$ cat src/rtl/param_stream_sorter.sv
// param_stream_sorter: loads N words, sorts them by odd-even transposition, then streams them out in sorted order.
// The extra SORT cycle at phase index N only hands over to OUT. This gives the N+1 cycle load-to-output latency.
module param_stream_sorter #(
  parameter int W  = 4,
  parameter int N  = 8,
  parameter int CW = $clog2(N+1)
) (
  input  logic         clk,
  input  logic         rst,
  input  logic         in_valid,
  output logic         in_ready,
  input  logic [W-1:0] in_data,
  input  logic         descend,
  output logic         out_valid,
  input  logic         out_ready,
  output logic [W-1:0] out_data,
  output logic         out_last,
  output logic         busy
);
  typedef enum logic [1:0] {LOAD, SORT, OUT} state_t;
  state_t        state_q, state_d;
  logic [CW-1:0] cnt_q, cnt_d;
  logic          mode_q, mode_d;
  logic [W-1:0]  a_q [N];
  logic [W-1:0]  a_d [N];
  logic [W-1:0]  rd;
  logic          in_fire, out_fire;
  assign in_ready  = state_q == LOAD;
  assign out_valid = state_q == OUT;
  assign busy      = state_q != LOAD;
  assign in_fire   = in_valid && in_ready;
  assign out_fire  = out_valid && out_ready;
  assign out_data  = out_valid ? rd : '0;
  assign out_last  = out_valid && cnt_q == CW'(N-1);
  always_comb begin
    rd = '0;
    for (int i = 0; i < N; i++)
      if (cnt_q == CW'(i)) rd = a_q[i];
  end
  always_comb begin
    state_d = state_q;
    cnt_d   = cnt_q;
    mode_d  = mode_q;
    a_d     = a_q;
    case (state_q)
      LOAD: if (in_fire) begin
        for (int i = 0; i < N; i++)
          if (cnt_q == CW'(i)) a_d[i] = in_data;
        cnt_d   = cnt_q == CW'(N-1) ? '0 : cnt_q + 1'b1;
        mode_d  = cnt_q == CW'(N-1) ? descend : mode_q;
        state_d = cnt_q == CW'(N-1) ? SORT : LOAD;
      end
      SORT: if (cnt_q == CW'(N)) begin
        cnt_d   = '0;
        state_d = OUT;
      end else begin
        // Pairs within a phase are disjoint, so every exchange can read the old array.
        for (int i = 0; i < N-1; i++)
          if (i[0] == cnt_q[0] && (mode_q ? a_q[i] < a_q[i+1] : a_q[i] > a_q[i+1])) begin
            a_d[i]   = a_q[i+1];
            a_d[i+1] = a_q[i];
          end
        cnt_d = cnt_q + 1'b1;
      end
      OUT: if (out_fire) begin
        cnt_d   = out_last ? '0 : cnt_q + 1'b1;
        state_d = out_last ? LOAD : OUT;
      end
      default: state_d = LOAD;
    endcase
  end
  always_ff @(posedge clk or posedge rst)
    if (rst) begin
      state_q <= LOAD;
      cnt_q   <= '0;
      mode_q  <= 1'b0;
      a_q     <= '{default: '0};
    end else begin
      state_q <= state_d;
      cnt_q   <= cnt_d;
      mode_q  <= mode_d;
      a_q     <= a_d;
    end
endmodule

$ cat config.mk
export PLATFORM = sky130hd
export DESIGN_NAME = param_stream_sorter
export DESIGN_NICKNAME = d
export VERILOG_FILES = /design/src/rtl/param_stream_sorter.sv
export SDC_FILE = /design/constraint.sdc
export NUM_CORES = 1
export LEC_CHECK = 0
export CORE_MARGIN = 2
export CORE_UTILIZATION = 60
export CTS_CLUSTER_DIAMETER = 200
export CTS_CLUSTER_SIZE = 24
export DETAILED_ROUTE_END_ITERATION = 8
export MAX_ROUTING_LAYER = met4
export PLACE_DENSITY = 0.82
export SYNTH_ARGS = -nofsm -noshare
export SYNTH_HDL_FRONTEND = slang
export SYNTH_SLANG_ARGS = --single-unit
$ cat constraint.sdc
create_clock -name clk -period 5.15 [get_ports clk]
set_input_delay 0.7725 -clock clk [delete_from_list [all_inputs] [get_ports clk]]
set_output_delay 0.7725 -clock clk [all_outputs]
set_load 0.1 [all_outputs]
* Word level (Yosys, flattened, before mapping) *
Cells that the tools add are included.

operators by class
  bitwise logic cells = 1
  equal/unequal tests = 30
  mux-type cells = 50
  reduce and logical (&&, ||, !) cells = 26
  order comparisons = 14
  $add $sub $neg = 1

operators by type and width
  kind                                                                   number
  4-bit two-way mux                                                      22
  8-bit two-way mux                                                      11
  32-bit two-way mux                                                     2
  32-bit one-hot mux with 2 select lines                                 1
  5-bit AND reduction                                                    8
  4-bit > comparator                                                     7
  4-bit less-than comparator                                             7
  2-bit by 1-bit != test with 1-bit output, second input constant        10
  3-bit != test, second input constant                                   6
  4-bit by 3-bit equality test with 1-bit output, second input constant  4
  4-bit one-hot mux with 3 select lines                                  1
  1-bit logical AND                                                      10
  3-bit AND reduction                                                    3
  4-bit by 2-bit equality test with 1-bit output, second input constant  2
  1-bit two-way mux                                                      8
  2-bit two-way mux                                                      4
  2-bit != test, second input constant                                   4
  2-bit one-hot mux with 3 select lines                                  1
  4-bit by 1-bit adder with 4-bit output, second input constant          1
  4-bit by 1-bit equality test with 1-bit output, second input constant  1
  4-bit equality test, second input constant                             1
  4-bit zero test                                                        1
  2-bit nonzero test                                                     2
  3-bit nonzero test                                                     1
  4 further kinds                                                        4

word-level totals
  input port bits = 9
  register bits = 39

* Depth between registers and ports, before layout *
  depth in word-level cells = 16
  depth in mapped cells = 10

* Worst setup path after synthesis *
OpenSTA, ideal clock, no wires.

  path kind = register to output
  from = register state_q[0]
  to = output out_data[0]
  cell stages (with the launch flop) = 5
  slack = 1.468 ns
  arrival time = 2.910 ns
  path buffers = 0
  cell sequence = dfrtp_1 -> inv_1 -> ha_1 -> o21ai_0 -> nor2_1

on the way
  cells in the longest elaborated chain, start to end = 2

RTL lines
  element                   line  source
  start: declaration        21    state_t state_q, state_d;
  start signal: assignment  79    state_q <= state_d;
  2-bit equality test       29    assign out_valid = state_q == OUT;
  named net out_valid       14    output logic out_valid,
  4-bit two-way mux         33    assign out_data = out_valid ? rd : '0;
  end: declaration          16    output logic [W-1:0] out_data,

The timed path passes the listed nets, and every way through them passes these cells.

* Final worst setup path *
  from = register cnt_q[0]
  to = output out_data[3]

on the way
  cells in the longest elaborated chain, start to end = 10

RTL lines
  element                         line  source
  start: declaration              22    logic [CW-1:0] cnt_q, cnt_d;
  start signal: assignment        80    cnt_q <= cnt_d;
  4-bit zero test                 38    if (cnt_q == CW'(i)) rd = a_q[i];
  4-bit two-way mux (7 in a row)  38
  4-bit two-way mux (*)           38
  4-bit two-way mux (*)           33

Mark *: on every way between the ends. The rest lies on a longest branch, timed or not.

==> metrics.md <==
| Metric | Value |
|---|---|
| Met3 GRT Util | `0.0494` |
| WP data required | `4.38 ns` |
| Clock Path Buffers | `2` |
| Post-Syn Area per Cell | `8.60 um^2` |
| Global-route wire length before repair | `between 15000 and 20000 um` |
| Global-route met1 utilization | `0.434` |
| Minimum clock period | `4.09 ns` |
| Crit share post-route | `0.795` |
| Max stage delay on crit path | `1.14 ns` |
| CTS Root Cell | `clkbuf_8` |
| Vias in the first global route | `3051` |
| CTS tree | `built` |
| GPL Wtd Cong | `0.969` |
| Post-CTS sizing | `0` |
| Outcome | `completed` |
| Final WL | `9500 um` |
| Pre-antenna DRT Iters | `5` |
| Initial antenna violation count | `0` |
| FF/Latch Area | `976 um^2` |
| DRC Markers | `0` |
| Worst slew margin | `0.350` |
| Fin util | `0.683` |
| Num rows | `27` |
| Setup TNS | `0 ns` |
| Leak Pwr | `between 1.5 and 2 nW` |
| DPL Wire Length | `roughly 7100 um` |
| Multi-input gate area | `0.00231 mm^2` |
| CP startpoint kind | `flop` |
| Crit path top cell by count | `a21oi_1` |
| Fmax | `244 MHz` |
| CTS buffer count | `5` |
| Met2 usage | `0.519` |
| Skew final | `0.00764 ns` |
| Worst Path Arrival | `3.32 ns` |
| Fin. max-slew vios | `0` |
| Initial core utilization | `0.626` |
| Final nets | `463` |
| Core ar. | `0.00557 mm^2` |
| Number of fill cells | `489` |
| PD cells | `673 mW/mm^2` |
| Die ar. | `about 0.0064 mm^2` |
| Final ANT Viol Nets | `0` |
| Synth async-reset ratio | `1.00` |
| Total GRT Usage | `0.329` |
| Hold Violations, Final | `0` |
| Synth Register Bits | `39` |
| Gate Count Post-Synth | `between 400 and 500` |
| Sink Count | `39` |
| Library cells used by synthesis | `51` |
| WS Path Type | `reg -> out` |
| Port Buffers | `16` |
| Largest net degree at the start of global routing | `40` |
| Final Non-Filler Cells | `491` |
| # diodes | `0` |
| Final setup fails | `0` |
| Area grow syn2layout | `8.99%` |
| Initial drt markers | `259` |
| Combinational share of power | `0.622` |
| Post-synthesis sequential area ratio | `0.279` |
| Placed Cells | `483` |
| Worst skew pair latency | `slightly above 0.3 ns` |
| Die Y | `80.3 um` |
| Die X | `80.3 um` |
| Post-Syn Area | `0.00349 mm^2` |
| Synth warnings | `0` |
| P_int | `1.20 mW` |
| Least-Margin Pin Slew | `about 0.97 ns` |
| Postcts setup bufs | `0` |
| Hold Path Class | `reg -> reg` |
| Syn_nets | `451` |
| Final instance area | `0.00381 mm^2` |
| Sequential power share | `0.283` |
| Io pins | `17` |
| DP Area | `~0.0037 mm^2` |
| Routed len/inst | `19.4 um` |
| Power share of the clock group | `0.095` |
| RSZ-0062 raised after global routing | `false` |
| CP cell instances | `ha_1 -> nand2_1 -> a21oi_1 -> a21oi_1 -> o21ai_0 -> a221oi_1 -> nor2_1 -> clkdlybuf4s50_1` |
| Reg clk slew, reported paths | `0.08 ns` |
| Vias after detailed routing | `3299` |
| Worst vdd ir | `between 0.0005 and 0.0006 V` |
| CP endpoint kind | `output pin` |
| Most used DFF post-synth | `dfrtp_1` |
| Hold-fix buffers, CTS | `0` |
| Post-synth EDFFs | `0` |
| Critical path peak fanout | `18` |
| Sw power | `1.36 mW` |
| Slowest cell on crit path | `clkdlybuf4s50_1` |
| Maxcap violations | `0` |
| Pre-CTS setup slack | `1.44 ns` |
| Net Sw Frac | `0.531` |
| Gr busiest metal | `met2` |
| GRT overflow | `0` |
| H-tree depth | `2` |
| Layout cells sized above 1 | `0.0644` |
| Via-to-Cell Ratio | `6.72` |
| Setup ws final | `around 1.1 ns` |
[metal layers]
metal | share of wire | vias to the layer above
met1 | 0.45 | 1611
met4 | 0.021 | 0
li1 | - | 1515
met2 | 0.47 | 150
met5 | 0 | -
met3 | 0.065 | 23
[power by group through the flow]
stage	Sequential, mW	Clock [mW]	Combinational [mW]
after floorplan	0.584	0	1.29
after global placement	0.717	0	1.50
after detailed placement	0.715	0	1.56
after CTS	0.711	0.242	1.57
after global routing	0.737	0.253	1.78
final	0.725	0.243	1.59
[registers in the layout, indices dropped and copies added (netlist names)]
register	cells
state_q	2
mode_q	1
cnt_q	4
a_q	32
[layout make-up]
| cell class | count | share of cell area |
|---|---|---|
| flip-flops and latches | 39 | 0.256 |
| well taps | 72 | 0.0237 |
| multi-input cells | 314 | 0.607 |
| clock buffers | 7 | 0.0253 |
| inverters | 40 | 0.0394 |
| repair buffers | 18 | 0.0460 |
| clock inverters | 1 | 0.00197 |
[synth_stat cells (9+ instances only)]
cell type  number  share of area
a21oi_1        34          0.049
o31ai_1         9          0.019
nor2_1         26          0.028
inv_1          38          0.041
ha_1           36           0.13
mux2i_1        32          0.092
dfrtp_1        39           0.28
o21ai_0        25          0.036
a221oi_1       24          0.060
nand2_1        42          0.045
[path summary, 6_finish.rpt]
kind | cells past startpoint | end | start | slack [ns]
min in group asynchronous | 3 | a_q[18] | rst | 0.89
max reg2reg | 8 | a_q[12] | a_q[9] | 2.60
min reg2reg | 2 | state_q[0] | state_q[0] | 0.59
max | 8 | out_data[3] | cnt_q[0] | 1.06
min | 2 | state_q[0] | state_q[0] | 0.59
max in group asynchronous | 3 | cnt_q[2] | rst | 3.90
[cell families after synthesis]
| kind of cell | after synthesis | synth area share |
|---|---|---|
| buf+inv | 53 | 0.0588 |
| simple gates | 113 | 0.157 |
| mux | 35 | 0.105 |
| fa+ha+maj | 36 | 0.129 |
| compound gates | 130 | 0.271 |
| flops | 39 | 0.279 |
[critical path: cells and delay by family, from the launching register on]
| family | cells | cell delay [ns] |
|---|---|---|
| AO/OA/AOI/OAI | 4 | 0.50 |
| adder cells (fa/ha/maj) | 1 | 0.57 |
| buffers and inverters | 1 | 1.14 |
| flip-flops | 1 | 0.54 |
| AND/OR/NAND/NOR | 2 | 0.25 |
[stage by stage]
| step | hold WS, ns | total power [mW] |
|---|---|---|
| after global placement | 0.559 | 2.22 |
| after detailed placement | 0.556 | 2.28 |
| after floorplan | 0.489 | 1.87 |
| after CTS | 0.574 | 2.52 |
| after global routing | 0.607 | 2.77 |
| final | 0.589 | 2.56 |
[cells in the final DEF, fill, tap and decap left out, types with 3 or more instances in the layout]
cell type	Yosys	final
nand2_1	42	42
dfrtp_1	39	39
inv_1	38	38
ha_1	36	36
a21oi_1	34	34
mux2i_1	32	32
nor2_1	26	26
o21ai_0	25	25
a221oi_1	24	24
clkdlybuf4s50_1	0	16
o31ai_1	9	9
nand2b_1	8	8
nor2b_1	8	8
clkbuf_8	0	7
nand3_1	6	6
o21ai_1	6	6
a41oi_1	4	4
and2_1	4	4
nand3b_1	4	4
a2111oi_4	3	3
nor3_1	3	3
a31oi_1	3	3
a22oi_1	3	3
(Power assumes the default switching activity.)
